==> src/rtl/rng_histogram.sv <==
// Histogram of 4-bit random samples kept as 16 saturating bins in word memory.
// Ports: clock/reset, sample_* valid/ready input, clear, mem_* bus, busy,
// total_count, overflow.
module rng_histogram #(
    parameter logic [15:0] ADDR_BASE  = 16'h0040,
    parameter int          FIFO_DEPTH = 4
) (
    input  logic        clock,
    input  logic        reset,
    input  logic [3:0]  sample_in,
    input  logic        sample_valid,
    output logic        sample_ready,
    input  logic        clear,
    output logic [15:0] mem_address,
    output logic        mem_wr_en,
    output logic [15:0] mem_data_in,
    input  logic [15:0] mem_data_out,
    output logic        busy,
    output logic [15:0] total_count,
    output logic        overflow
);

    localparam int PW = (FIFO_DEPTH > 1) ? $clog2(FIFO_DEPTH) : 1;
    localparam int CW = PW + 1;

    typedef enum logic [2:0] {
        S_CLEAR,
        S_IDLE,
        S_RD,
        S_WAIT,
        S_WR
    } state_t;

    state_t        state;
    logic [3:0]    idx;
    logic [3:0]    bin_r;
    logic [15:0]   rd_r;
    logic          clear_pending;
    logic [3:0]    fifo_q [FIFO_DEPTH];
    logic [PW-1:0] wr_ptr;
    logic [PW-1:0] rd_ptr;
    logic [CW-1:0] count;

    logic push;
    logic pop;
    logic flush;

    assign sample_ready = (count < CW'(FIFO_DEPTH)) &&
                          (state != S_CLEAR) && !clear_pending;
    assign busy  = (state != S_IDLE) || (count != '0);
    assign push  = sample_valid && sample_ready;
    assign flush = (state == S_IDLE) && clear_pending;
    assign pop   = (state == S_IDLE) && !clear_pending && (count != '0);

    always_ff @(posedge clock) begin
        if (push) fifo_q[wr_ptr] <= sample_in;
    end

    always_ff @(posedge clock or posedge reset) begin
        if (reset) begin
            state         <= S_CLEAR;
            idx           <= 4'd0;
            bin_r         <= 4'd0;
            rd_r          <= 16'd0;
            clear_pending <= 1'b0;
            wr_ptr        <= '0;
            rd_ptr        <= '0;
            count         <= '0;
            mem_address   <= ADDR_BASE;
            mem_wr_en     <= 1'b0;
            mem_data_in   <= 16'd0;
            total_count   <= 16'd0;
            overflow      <= 1'b0;
        end else begin
            if (flush) begin
                wr_ptr <= '0;
                rd_ptr <= '0;
                count  <= '0;
            end else begin
                if (push) wr_ptr <= wr_ptr + PW'(1);
                if (pop)  rd_ptr <= rd_ptr + PW'(1);
                count <= count + CW'(push) - CW'(pop);
            end

            // A clear during the sweep restarts it directly instead of
            // queueing a second sweep.
            if (clear && state != S_CLEAR) clear_pending <= 1'b1;

            unique case (state)
                S_CLEAR: begin
                    mem_wr_en   <= 1'b1;
                    mem_data_in <= 16'd0;
                    if (clear) begin
                        mem_address <= ADDR_BASE;
                        idx         <= 4'd1;
                    end else begin
                        mem_address <= ADDR_BASE + {12'd0, idx};
                        idx         <= idx + 4'd1;
                        if (idx == 4'hF) state <= S_IDLE;
                    end
                end
                S_IDLE: begin
                    mem_wr_en <= 1'b0;
                    if (clear_pending) begin
                        clear_pending <= 1'b0;
                        total_count   <= 16'd0;
                        overflow      <= 1'b0;
                        idx           <= 4'd0;
                        state         <= S_CLEAR;
                    end else if (count != '0) begin
                        bin_r       <= fifo_q[rd_ptr];
                        mem_address <= ADDR_BASE + {12'd0, fifo_q[rd_ptr]};
                        state       <= S_RD;
                    end
                end
                S_RD: begin
                    state <= S_WAIT;
                end
                S_WAIT: begin
                    // Read data is valid now; present the saturated
                    // increment for the whole WR cycle.
                    rd_r        <= mem_data_out;
                    mem_address <= ADDR_BASE + {12'd0, bin_r};
                    mem_wr_en   <= 1'b1;
                    mem_data_in <= (mem_data_out == 16'hFFFF) ?
                                   16'hFFFF : mem_data_out + 16'd1;
                    state       <= S_WR;
                end
                S_WR: begin
                    mem_wr_en <= 1'b0;
                    if (rd_r == 16'hFFFF) overflow <= 1'b1;
                    if (total_count != 16'hFFFF)
                        total_count <= total_count + 16'd1;
                    state <= S_IDLE;
                end
                default: begin
                    state <= S_CLEAR;
                end
            endcase
        end
    end

endmodule

==> config.mk <==
export PLATFORM = sky130hd
export DESIGN_NAME = rng_histogram
export DESIGN_NICKNAME = d
export VERILOG_FILES = /design/src/rtl/rng_histogram.sv
export SDC_FILE = /design/constraint.sdc
export NUM_CORES = 1
export LEC_CHECK = 0
export CAP_MARGIN = 25
export CORE_ASPECT_RATIO = 1.2
export CORE_MARGIN = 2
export CORE_UTILIZATION = 54
export CTS_CLUSTER_SIZE = 10
export DETAILED_ROUTE_END_ITERATION = 12
export GPL_TIMING_DRIVEN = 0
export PLACE_DENSITY = 0.81
export SYNTH_ARGS = -nofsm -noshare
export SYNTH_HDL_FRONTEND = slang
export SYNTH_SLANG_ARGS = --single-unit
==> constraint.sdc <==
create_clock -name clock -period 2.8 [get_ports clock]
set_input_delay 0.56 -clock clock [delete_from_list [all_inputs] [get_ports clock]]
set_output_delay 0.56 -clock clock [all_outputs]
set_load 0.05 [all_outputs]
### After elaboration in Yosys (flattened, before gate mapping)

Memory sizes are Yosys's and may differ from the RTL's.
Index checks and enable logic that the tools add are counted.

| cells by class | value |
|---|---|
| $add $sub $neg | 10 |
| order comparisons | 1 |
| equality and inequality tests | 17 |
| mux-type cells | 31 |
| bitwise operators | 1 |
| reductions and logical operators | 27 |

Operators by type and width:

| cell | count |
|---|---|
| $mux 16 | 5 |
| $pmux 16 s2 | 2 |
| $pmux 16 s3 | 1 |
| $add 16x1->16 const B | 2 |
| $eq 16x16->1 const B | 2 |
| $add 7x4->8 const A | 3 |
| $ne 16x16->1 const B | 1 |
| $mux 3 | 5 |
| $pmux 3 s5 | 1 |
| $reduce_and 3->1 | 5 |
| $ne 2x2->1 const B | 6 |
| $reduce_bool 2->1 | 6 |
| $reduce_bool 3->1 | 3 |
| $mux 2 | 4 |
| $mux 4 | 2 |
| $mux 8 | 1 |
| $pmux 4 s2 | 1 |
| $logic_and 1x1->1 | 7 |
| $mux 1 | 7 |
| $eq 3x2->1 const B | 2 |
| $add 2x1->2 const B | 2 |
| $add 4x1->4 const B | 1 |
| $eq 4x4->1 const B | 1 |
| $pmux 1 s2 | 2 |
| other kinds (14) | 15 |

| storage, ports and cells | value |
|---|---|
| register bits | 85 |
| RAM bits | 16 |
| input bits | 24 |
| memories | 1 |

Memory list:

| name | words | width | rd ports | clocked after memory_dff | wr ports | line | text |
|---|---|---|---|---|---|---|---|
| fifo_q | 4 | 4 | 1 | 0 | 1 | 39 | `logic [3:0] fifo_q [FIFO_DEPTH];` |

### Logic depth before layout (Yosys ltp)

Gate-level depths: netlist (run 1).

| logic depth | value |
|---|---|
| depth in word-level cells | 7 |
| depth in mapped cells | 12 |
| depth with buffers taken out | 11 |

### Worst setup path after synthesis (run 1)

No wires, ideal clock.

| path | value |
|---|---|
| path type | flip-flop to flip-flop |
| start | reg state[2] |
| end | reg count[2] |
| arrival time | 2.361 ns |
| required time | 2.679 ns |
| setup slack | 0.318 ns |
| stages on the path, launching flop included | 11 |
| path buffers | 0 |
| period minus slack after synthesis | 2.482 ns |
| path through | dfrtp_1 or3b_4 nor3_4 ha_1 inv_1 ha_1 inv_1 fa_1 xor2_1 xnor2_1 nor2_1 |

| on the way | value |
|---|---|
| elaborated cells on any way between the ends | 11 |
| classes of those cells | add/sub: 2; eq/ne: 1; mux: 1; reduce/logical: 7 |

RTL lines:

| what | line | text |
|---|---|---|
| start: declaration | 34 | `state_t state;` |
| start signal: assignment | 61 | `state <= S_CLEAR;` |
| start signal: assignment | 99 | `if (idx == 4'hF) state <= S_IDLE;` |
| start signal: assignment | 109 | `state <= S_CLEAR;` |
| $eq 3x1->1 | 53 | `assign pop = (state == S_IDLE) && !clear_pending && (count != '0);` |
| $logic_and 1x1->1 (2 in series) | 53 |  |
| named net pop | 45 | `logic pop;` |
| $sub 3x1->3 | 82 | `count <= count + CW'(push) - CW'(pop);` |
| $mux 3 | 75 | `if (flush) begin` |
| end signal: assignment | 82 |  |
| end: declaration | 42 | `logic [CW-1:0] count;` |

The timed path passes the listed nets, and every way through them passes these cells.
A chain may end at the register's enable or synchronous reset.

### Worst setup path after layout (run 1)

| path | value |
|---|---|
| start | reg state[0] |
| end | reg count[2] |

The elaborated chain is that of the path after synthesis.

==> results.txt, run 1 <==
The flow ran to the end, and the final reports show no timing, DRC or antenna violations. Yosys attributes the largest share of cell area to sky130_fd_sc_hd__dfrtp_1, sky130_fd_sc_hd__edfxtp_1, sky130_fd_sc_hd__nand2_1. The portion of netlist area occupied by mux cells was 0.0657; the number of standard-cell rows in the floorplan was 36.

Walking the worst path, the cells encountered are buf_4, or3b_4, nor3_4, ha_1, inv_1, ha_1, inv_1, fa_1, xor2_1, xnor2_1, nor2_1. The standby leakage power came out at 2.43 nW. The library cell used most frequently in the layout, excluding fill and tap cells, is sky130_fd_sc_hd__nand2_1. The final hold violation count was 0. In this run, CTS created clock tree buffers numbering 9. Before CTS, the worst setup slack after placement is -0.174 ns.

The run gives 565 as the net total in the final layout. The logs give 0.500 for the portion of the post-synthesis area used by sequential elements and 68 for the number of distinct standard cells referenced by the synthesized netlist. In this run the worst path has a maximum fanout of 9.

The power density over the cells was 795 mW/mm^2. The clock tree skew after final layout is 0.00977 ns. The number of instances in the synthesized netlist was 448.

For this design the top-level I/O count stands at 76. The final setup violation count was 0; the via count of the first global-routing pass was 3608. Setup total negative slack on the finished layout was measured at 0 ns. The via count is 3667, and the number of sinks driven by the clock tree is 89. The clock latency reported for the late side of the worst-skew pair is 0.37 ns. The relative max-transition margin was 0.406.

The die height came out at 105 um. The max-capacitance violation count was 0. Setup repair after global routing could not meet its margin everywhere. The tools report the standard cell core area as 0.00820 sq mm.

By area, the combinational part of the netlist is dominated by simple AND/OR/NAND/NOR gates. Highest cell delay on the worst timing path: 0.43 ns. The H-tree was split into 3 levels. The count of antenna-violating nets left after detailed routing came out at 0. The logs give 74 for the maximum number of pins on one net before global-route repair and 7290 um for the half-perimeter wire length of the detailed placement result.

For the final routed DRC violation total, the log shows 0. The compound-cell area share of the yosys netlist works out to 0.113. Biggest area consumer among synthesized cells: sky130_fd_sc_hd__dfrtp_1. The worst path arrival time came out at 2.92 ns.

The share of the synthesized area in the top cell type works out to 0.396. After global routing the overflow that remains totals 0. The number of enable-type register cells in the synthesized netlist was 16; the initial antenna violation count was 0. At the pin with the least slew margin, the transition time is 0.891 ns. The path class of the lowest-slack min-delay path is reg2reg. The tree is rooted in a sky130_fd_sc_hd__clkbuf_8. The logs give 0.411 for the power share of the sequential group and 0.562 for the initial core utilization. The yosys synthesis warning count was 0; the CTS clock-pin slew for the worst setup and hold paths was 0.10 ns. The detailed router's first-iteration violation count is 336. Across the VDD grid, the largest voltage drop is 490 uV. Critical path class: reg2reg. TritonCTS built the clock tree.

The buffer levels on the longest clock path is 2. The synthesized flop and latch total works out to 89. The fraction of the mapped netlist area in adder cells is 0.0288.

The final standard cell utilization of the core is 0.685. Mean instance size in the synthesized netlist: 10.3 sq um. The global-route total usage across every layer was 0.229; the area growth from synthesis to layout was 21.7%. The net switching fraction of the power is 0.403. The detail-routed via count per cell came out at 5.64.

For this run, the detailed router's first-pass iteration total came to 4. Combinational group share of total power: 0.395. Type of destination of the critical path: a register.

STA classifies the critical path startpoint as a register. The primary flip-flop cell chosen by synthesis mapping was sky130_fd_sc_hd__dfrtp_1. The internal portion of the total power is 2.66 mW. The xor and xnor area share after synthesis is 0.0247.

Timing would allow up to 376 MHz. The tools report the number of slew-limit violations in the final report as 0. The number of buffer cells added on primary ports came out at 61. The minimum clock period after layout came out at 2.66 ns. In this run the power spent charging and discharging nets is 1.80 mW.

0 antenna diodes ended up in the layout. In the layout the commonest cells are sky130_fd_sc_hd__nand2_1, sky130_fd_sc_hd__dfrtp_1, sky130_fd_sc_hd__clkdlybuf4s50_1. Fraction of final layout cells with drive strength greater than 1: 0.132.

The post-synthesis share of cell area spent on and, or, nand and nor gates works out to 0.210. The proportion of register bits with asynchronous set or reset after synthesis was 0.820; the minimum setup slack in the final design was 0.141 ns. The logs give 0.906 for the last weighted congestion value of the routability-driven placer and 16700 um for the global-route wire length before repair. The die is 88.4 um wide. The mapped netlist covers 0.00461 sq mm. For the clock group share of total power, the log shows 0.194. The slowest stage of the critical path is the sky130_fd_sc_hd__or3b_4 cell.

The share of the clock period used by the worst path after layout was 0.950. The total wirelength of the detailed-routed design is 10000 um, and the critical path data required time is 3.06 ns. The per-cell routed wire length was 15.4 um; the full die area was 0.00930 sq mm.
## final cells by class
type / count / area (sq um)
Fill cell: 645 / 2590
Sequential cell: 89 / 2310
Multi-Input combinational cell: 321 / 2090
Timing Repair Buffer: 62 / 619
Buffer: 34 / 204
Tap cell: 114 / 143
Clock buffer: 9 / 124
Clock inverter: 7 / 67.6
Inverter: 14 / 55.1
## path summary, 6_finish.rpt
check	start	endpoint	slack, ns	cells past startpoint
max reg2reg	state[0]	count[2]	0.14	11
min in group asynchronous	reset	mem_data_in[6]	0.73	2
min	rd_r[13]	rd_r[13]	0.49	2
max in group asynchronous	reset	state[2]	1.44	2
min reg2reg	rd_r[13]	rd_r[13]	0.49	2
max	state[0]	count[2]	0.14	11
## what timing repair did
item,in CTS,in global routing
buffers inserted,0,1
endpoints found under the setup margin,2,2
resized for setup,2,2
pin swaps,0,2
hold buffers,0,0
## state kept, by name, summed over array words and instances, names as in the netlist, 3 cells and up
signal       flops
state            3
fifo_q          16
mem_data_in     16
total_count     16
mem_address      4
bin_r            4
rd_r            16
idx              4
count            3
## cells by family (layout without fill, tap and decap cells)
group | count (synthesis) | count (layout)
flip-flops | 89 | 89
AO/OA/AOI/OAI | 75 | 75
AND/OR/NAND/NOR | 187 | 187
multiplexers | 24 | 24
buffers and inverters | 48 | 126
XOR/XNOR | 13 | 13
adder cells (fa/ha/maj) | 10 | 10
other | 2 | 12
## stage by stage
| stage | cells | power [mW] | cell area [sq um] | hold slack (ns) |
|---|---|---|---|---|
| finish | 650 | 4.46 | 5610 | 0.490 |
| floorplan | 458 | 3.12 | 4650 | 0.445 |
| detailed placement | 633 | 3.60 | 5400 | 0.465 |
| global placement | 633 | 3.53 | 5400 | 0.460 |
| CTS | 649 | 4.48 | 5600 | 0.488 |
| global route | 650 | 4.76 | 5610 | 0.519 |
## layer usage
layer  global-route usage  vias to the layer above  wire (um)
li1                     -                     1756          -
met1                0.302                     1790       4220
met2                0.376                      100       5130
met3               0.0439                       21        459
met4               0.0801                        0        206
met5                    0                        -          0
## cells in the mapped netlist, drive strengths merged, types with 3 or more instances
library cell  number
o22a               4
inv               14
nor2b              6
buf               27
and2               5
edfxtp            16
ha                 9
nor4               7
nor2              23
a21oi             13
nand4             11
nor4b              3
xnor2             11
a21o               3
mux2              10
nand2b             3
nand3b             5
dfrtp             73
a221o              4
nor3              14
mux2i             10
mux4               4
o21ai             18
o211ai             8
a22oi              4
clkbuf             7
nand3             17
nand2             81
## critical path: cells and delay by family, from the launching register on
family	cells	cell delay, ns
AND/OR/NAND/NOR	3	0.82
flip-flops	1	0.34
adder cells (fa/ha/maj)	3	0.79
buffers and inverters	3	0.25
XOR/XNOR	2	0.33
## power groups by stage
stage | Sequential, mW | Clock (mW) | Combinational (mW)
floorplan | 2.04 | 0 | 1.08
global placement | 1.83 | 0 | 1.69
detailed placement | 1.85 | 0 | 1.75
CTS | 1.83 | 0.880 | 1.76
global route | 1.87 | 0.946 | 1.94
finish | 1.83 | 0.864 | 1.76
Power figures use the tool's default switching activity.
==> inputs of run 2 (changes only) <==
==> config.mk (replaced) <==
export PLATFORM = sky130hd
export DESIGN_NAME = rng_histogram
export DESIGN_NICKNAME = d
export VERILOG_FILES = /design/src/rtl/rng_histogram.sv
export SDC_FILE = /design/constraint.sdc
export NUM_CORES = 1
export LEC_CHECK = 0
export ABC_AREA = 1
export CAP_MARGIN = 25
export CORE_ASPECT_RATIO = 1.2
export CORE_MARGIN = 2
export CORE_UTILIZATION = 64
export CTS_CLUSTER_SIZE = 30
export DETAILED_ROUTE_END_ITERATION = 12
export DONT_BUFFER_PORTS = 1
export GPL_TIMING_DRIVEN = 0
export PLACE_DENSITY = 0.8
export SYNTH_ARGS = -nofsm -noshare
export SYNTH_HDL_FRONTEND = slang
export SYNTH_SLANG_ARGS = --single-unit
==> run 2 against run 1 <==
  * Maximum frequency is 12% higher
  * Synthesized cell count up 27%
  * Global-route usage increased by 2.4 points
  * First-iteration DRC count is 34% lower
  * Area after synthesis rose by 0.87%
  * Utilization up 1.5 points
  * Critical endpoint unchanged
  * Highest routed layer unchanged
==> results.txt, run 2 <==
The number of enable-type register cells in the synthesized netlist was 16 (unchanged); the initial core utilization was 0.651 (+0.0883). Walking the worst path, the cells encountered are inv_1, nand2_4, nor2_8, nand2_2, nor2_4, ha_1, inv_1, ha_1, inv_1, fa_1, xor2_1, nor2_1. The logs give 0.00797 sq mm (-14%) for the full die area and 0 (unchanged) for the leftover overflow at the end of global routing.

Net total in the final layout: 624 (+10%). On the critical path, the stage with the largest delay is an instance of sky130_fd_sc_hd__dfrtp_1. The clock tree skew after final layout is 0.0132 ns (+0.00341 ns), and the share of the clock period used by the worst path after layout is 0.850 (-0.0998). After global routing, the most crowded layer is met2. STA classifies the critical path startpoint as a register.

The number of standard-cell rows in the floorplan came out at 34 (-5.6%). The initial antenna violation count is 0 (unchanged). TritonCTS built the clock tree. Yosys attributes the largest share of cell area to sky130_fd_sc_hd__dfrtp_1, sky130_fd_sc_hd__nand2_1, sky130_fd_sc_hd__edfxtp_1.

Among the stages of the critical path, the cell type that occurs most often is sky130_fd_sc_hd__inv_1. The cell family contributing the most delay on the critical path is adder cells. The depth of the worst register-to-register path is 12 (+1), and the final standard cell utilization of the core is 0.699 (+0.0147). The floorplan die width was 81.8 um (-7.4%); the count of antenna-violating nets left after detailed routing was 0 (unchanged). The run gives 0.318 (+0.0158) as the met1 usage in global routing. The power density over the cells is 763 mW/mm^2 (-4.0%).

The worst setup path is of the reg2reg kind. The tools report the startpoint of the worst-slack reg-to-reg timing path as state[2]. Maximum VDD drop: 474 uV (-3.3%).

Setup repair after global routing left no endpoint under its margin. The tools report the standard cell core area as 0.00715 sq mm (-13%). The biggest area consumer among synthesized cells was sky130_fd_sc_hd__dfrtp_1.

The switching power is 1.47 mW (-18%), and the die height is 97.4 um (-7.5%). The run gives 9 (unchanged) as the number of buffers added by the clock tree synthesis step. For the detailed router's first-iteration violation count, the log shows 221 (-34%). The first-pass detailed-route iteration total came out at 5 (+1).

The worst hold margin came out at 0.267 ns (-0.223 ns). Compared with the post-synthesis result, the final layout area differs by 7.45%. The cell at the root of the clock tree was sky130_fd_sc_hd__clkbuf_8. The met3 layer usage reported by global route was 0.0446 (+0.000757).

In the post-synthesis netlist, the cell with the most instances is sky130_fd_sc_hd__nand2_1. The net switching fraction of the power came out at 0.386 (-0.0162). The overall power after layout was 3.81 mW (-15%); the number of slew-limit violations in the final report was 0 (unchanged).

Counting instances in the post-synthesis netlist gives the leading cell types as sky130_fd_sc_hd__nand2_1, sky130_fd_sc_hd__dfrtp_1, sky130_fd_sc_hd__inv_1, sky130_fd_sc_hd__nor2_1, sky130_fd_sc_hd__nand3_1. The number of distinct standard cells referenced by the synthesized netlist was 40 (-41%); the count of buffer and inverter cells on the critical path was 3 (unchanged). The CTS clock-pin slew for the worst setup and hold paths was 0.09 ns (about the same). The proportion of register bits with asynchronous set or reset after synthesis is 0.820 (unchanged).

Last weighted congestion value of the routability-driven placer: 0.862 (-4.8%). The relative max-transition margin came out at 0.404 (-0.00198). The endpoint identified for the worst register-to-register timing path is count[2].

The run finished with clean final reports. In this run the worst setup path begins at state[2]. The worst path arrival time was 2.61 ns (-0.31 ns); the largest driver fanout on the critical path was 10 (+1). The share of the synthesized area in the top cell type is 0.393 (-0.00341), and the total I/O pin count is 76 (unchanged).

The global-route total usage across every layer was 0.253 (+0.0238); the per-cell routed wire length was 14.3 um (-7.2%). The clock latency reported for the late side of the worst-skew pair was 0.35 ns (-0.02 ns). The highest achievable clock rate was 420 MHz (+12%); the detail-routed via count per cell was 5.46 (-3.2%).

The tools report the final hold violation count as 0 (unchanged). The final routed DRC violation total came out at 0 (unchanged). The cell count along the critical path came out at 12 (+1).

The cell internal power dissipation came out at 2.34 mW (-12%). The logs give 0.423 (+0.0463) for the met2 track demand over resource and 0.496 (-0.00431) for the portion of the post-synthesis area used by sequential elements. Number of instances in the synthesized netlist: 568 (+27%).

Fraction of final layout cells with drive strength greater than 1: 0.0891 (-0.0434). The cell area after synthesis was 0.00465 sq mm (+0.87%). Flop-to-flop setup slack: 0.42 ns (+0.28 ns).

The half-perimeter wire length of the detailed placement result is 7150 um (-2.0%). The total wirelength of the detailed-routed design is 9800 um (-2.2%), and the combinational group share of total power is 0.290 (-0.105). The run gives 3741 (+2.0%) as the via count. The minimum clock period after layout works out to 2.38 ns (-0.280 ns). The synthesized flop and latch total works out to 89 (unchanged).

The tools report the number of sinks driven by the clock tree as 89 (unchanged). The highest cell delay on the worst timing path works out to 0.42 ns (about the same). The logs give 0 (-2) for the number of cells upsized or downsized after cts and 3463 (-4.0%) for the via count of the first global-routing pass. The run gives 3.03 ns (-0.03 ns) as the critical path data required time. In this run the worst hold path is classified as in2async.

The mean instance size in the synthesized netlist is 8.19 sq um (-20%), and the power share of the sequential group is 0.490 (+0.079). The standby leakage power was 2.42 nW (-0.60%). Primary flip-flop cell chosen by synthesis mapping: sky130_fd_sc_hd__dfrtp_1. The max-capacitance violation count was 0 (unchanged); the number of buffer cells added on primary ports was 0 (-100%). The slew at the pin closest to its max-slew limit came out at 0.894 ns (+0.00297 ns). Leading cell type in the layout, fill and taps excluded: sky130_fd_sc_hd__nand2_1. The tools report the buffer levels on the longest clock path as 2 (unchanged). The count of buffers added by post-CTS timing repair for setup was 0 (unchanged). The logs give 15600 um (-6.8%) for the global-route wire length before repair and 0 (unchanged) for the yosys synthesis warning count.

Count of H-tree levels built during CTS: 3 (unchanged). The final setup violation count came out at 0 (unchanged). In the layout the commonest cells are sky130_fd_sc_hd__nand2_1, sky130_fd_sc_hd__dfrtp_1, sky130_fd_sc_hd__inv_1. The maximum number of pins on one net before global-route repair is 74 (unchanged).

The count of hold buffers inserted by post-cts repair came out at 0 (unchanged). Type of destination of the critical path: a register. The logs give 0 (unchanged) for the final antenna diode count and 0.220 (+0.026) for the clock group share of total power.
run 2: changes by cell type after synthesis, moves of 6 or more:
cell                      change
sky130_fd_sc_hd__o21ai_0     +22
sky130_fd_sc_hd__buf_2        -6
sky130_fd_sc_hd__nor3_1       -8
sky130_fd_sc_hd__xnor2_1      -7
sky130_fd_sc_hd__inv_1       +44
sky130_fd_sc_hd__nand2_1     +89
sky130_fd_sc_hd__xor2_1       +9
sky130_fd_sc_hd__mux2_2      -10
sky130_fd_sc_hd__nand3_1     +31
sky130_fd_sc_hd__nor2b_1      -6
sky130_fd_sc_hd__mux2i_1     -10
sky130_fd_sc_hd__nor2_1      +32
run 2: cell families (layout without fill, tap and decap cells):
logic type / Yosys count / after routing / share of synthesized area
flops: 89 / 89 / 0.496
buf+inv: 84 / 101 / 0.0829
simple gates: 302 / 302 / 0.284
other cells: 2 / 12 / 0.00161
compound gates: 66 / 66 / 0.0791
xor+xnor: 15 / 15 / 0.0282
fa+ha+maj: 10 / 10 / 0.0285
run 2: worst max path at each step:
stage	endpoint	slack (ns)
floorplan	bin_r[0]	0.39
global placement	rd_ptr[1]	-0.38
detailed placement	count[2]	0.45
CTS	count[2]	0.44
global route	count[2]	0.22
finish	count[2]	0.42
run 2: power groups by stage:
stage	sequential (mW)	combinational [mW]	clock (mW)
global placement	1.87	1.05	0
CTS	1.86	1.11	0.849
finish	1.87	1.11	0.838
floorplan	1.84	0.888	0
detailed placement	1.88	1.10	0
global route	1.89	1.26	0.902
run 2: worst reg2reg max path, cell delays in order (launching register included):
cell and delay (ns):
sky130_fd_sc_hd__dfrtp_1 0.42, sky130_fd_sc_hd__inv_1 0.12, sky130_fd_sc_hd__nand2_4 0.10, sky130_fd_sc_hd__nor2_8 0.17
sky130_fd_sc_hd__nand2_2 0.13, sky130_fd_sc_hd__nor2_4 0.23, sky130_fd_sc_hd__ha_1 0.27, sky130_fd_sc_hd__inv_1 0.06
sky130_fd_sc_hd__ha_1 0.13, sky130_fd_sc_hd__inv_1 0.05, sky130_fd_sc_hd__fa_1 0.37, sky130_fd_sc_hd__xor2_1 0.16
sky130_fd_sc_hd__nor2_1 0.05
run 2: metal layers:
metal | share of wire | up-vias
li1 | - | 1839
met1 | 0.43 | 1779
met2 | 0.50 | 102
met5 | 0 | -
met4 | 0.022 | 0
met3 | 0.048 | 21
run 2: area by class of cell:
cell class	instances	area (sq um)
Multi-Input combinational cell	405	2000
Tap cell	90	113
Inverter	63	241
Fill cell	594	2150
Timing Repair Buffer	1	7.51
Sequential cell	89	2310
Buffer	21	146
Clock buffer	10	128
Clock inverter	6	58.8
run 2: metrics by stage:
step / std cells / worst slack (ns) / TNS [ns] / cell area, sq um
global route: 685 / 0.215 / 0 / 5000
floorplan: 578 / 0.387 / 0 / 4690
finish: 685 / 0.421 / 0 / 5000
global placement: 668 / -0.377 / -27.29 / 4800
detailed placement: 669 / 0.450 / 0 / 4810
CTS: 685 / 0.437 / 0 / 5000
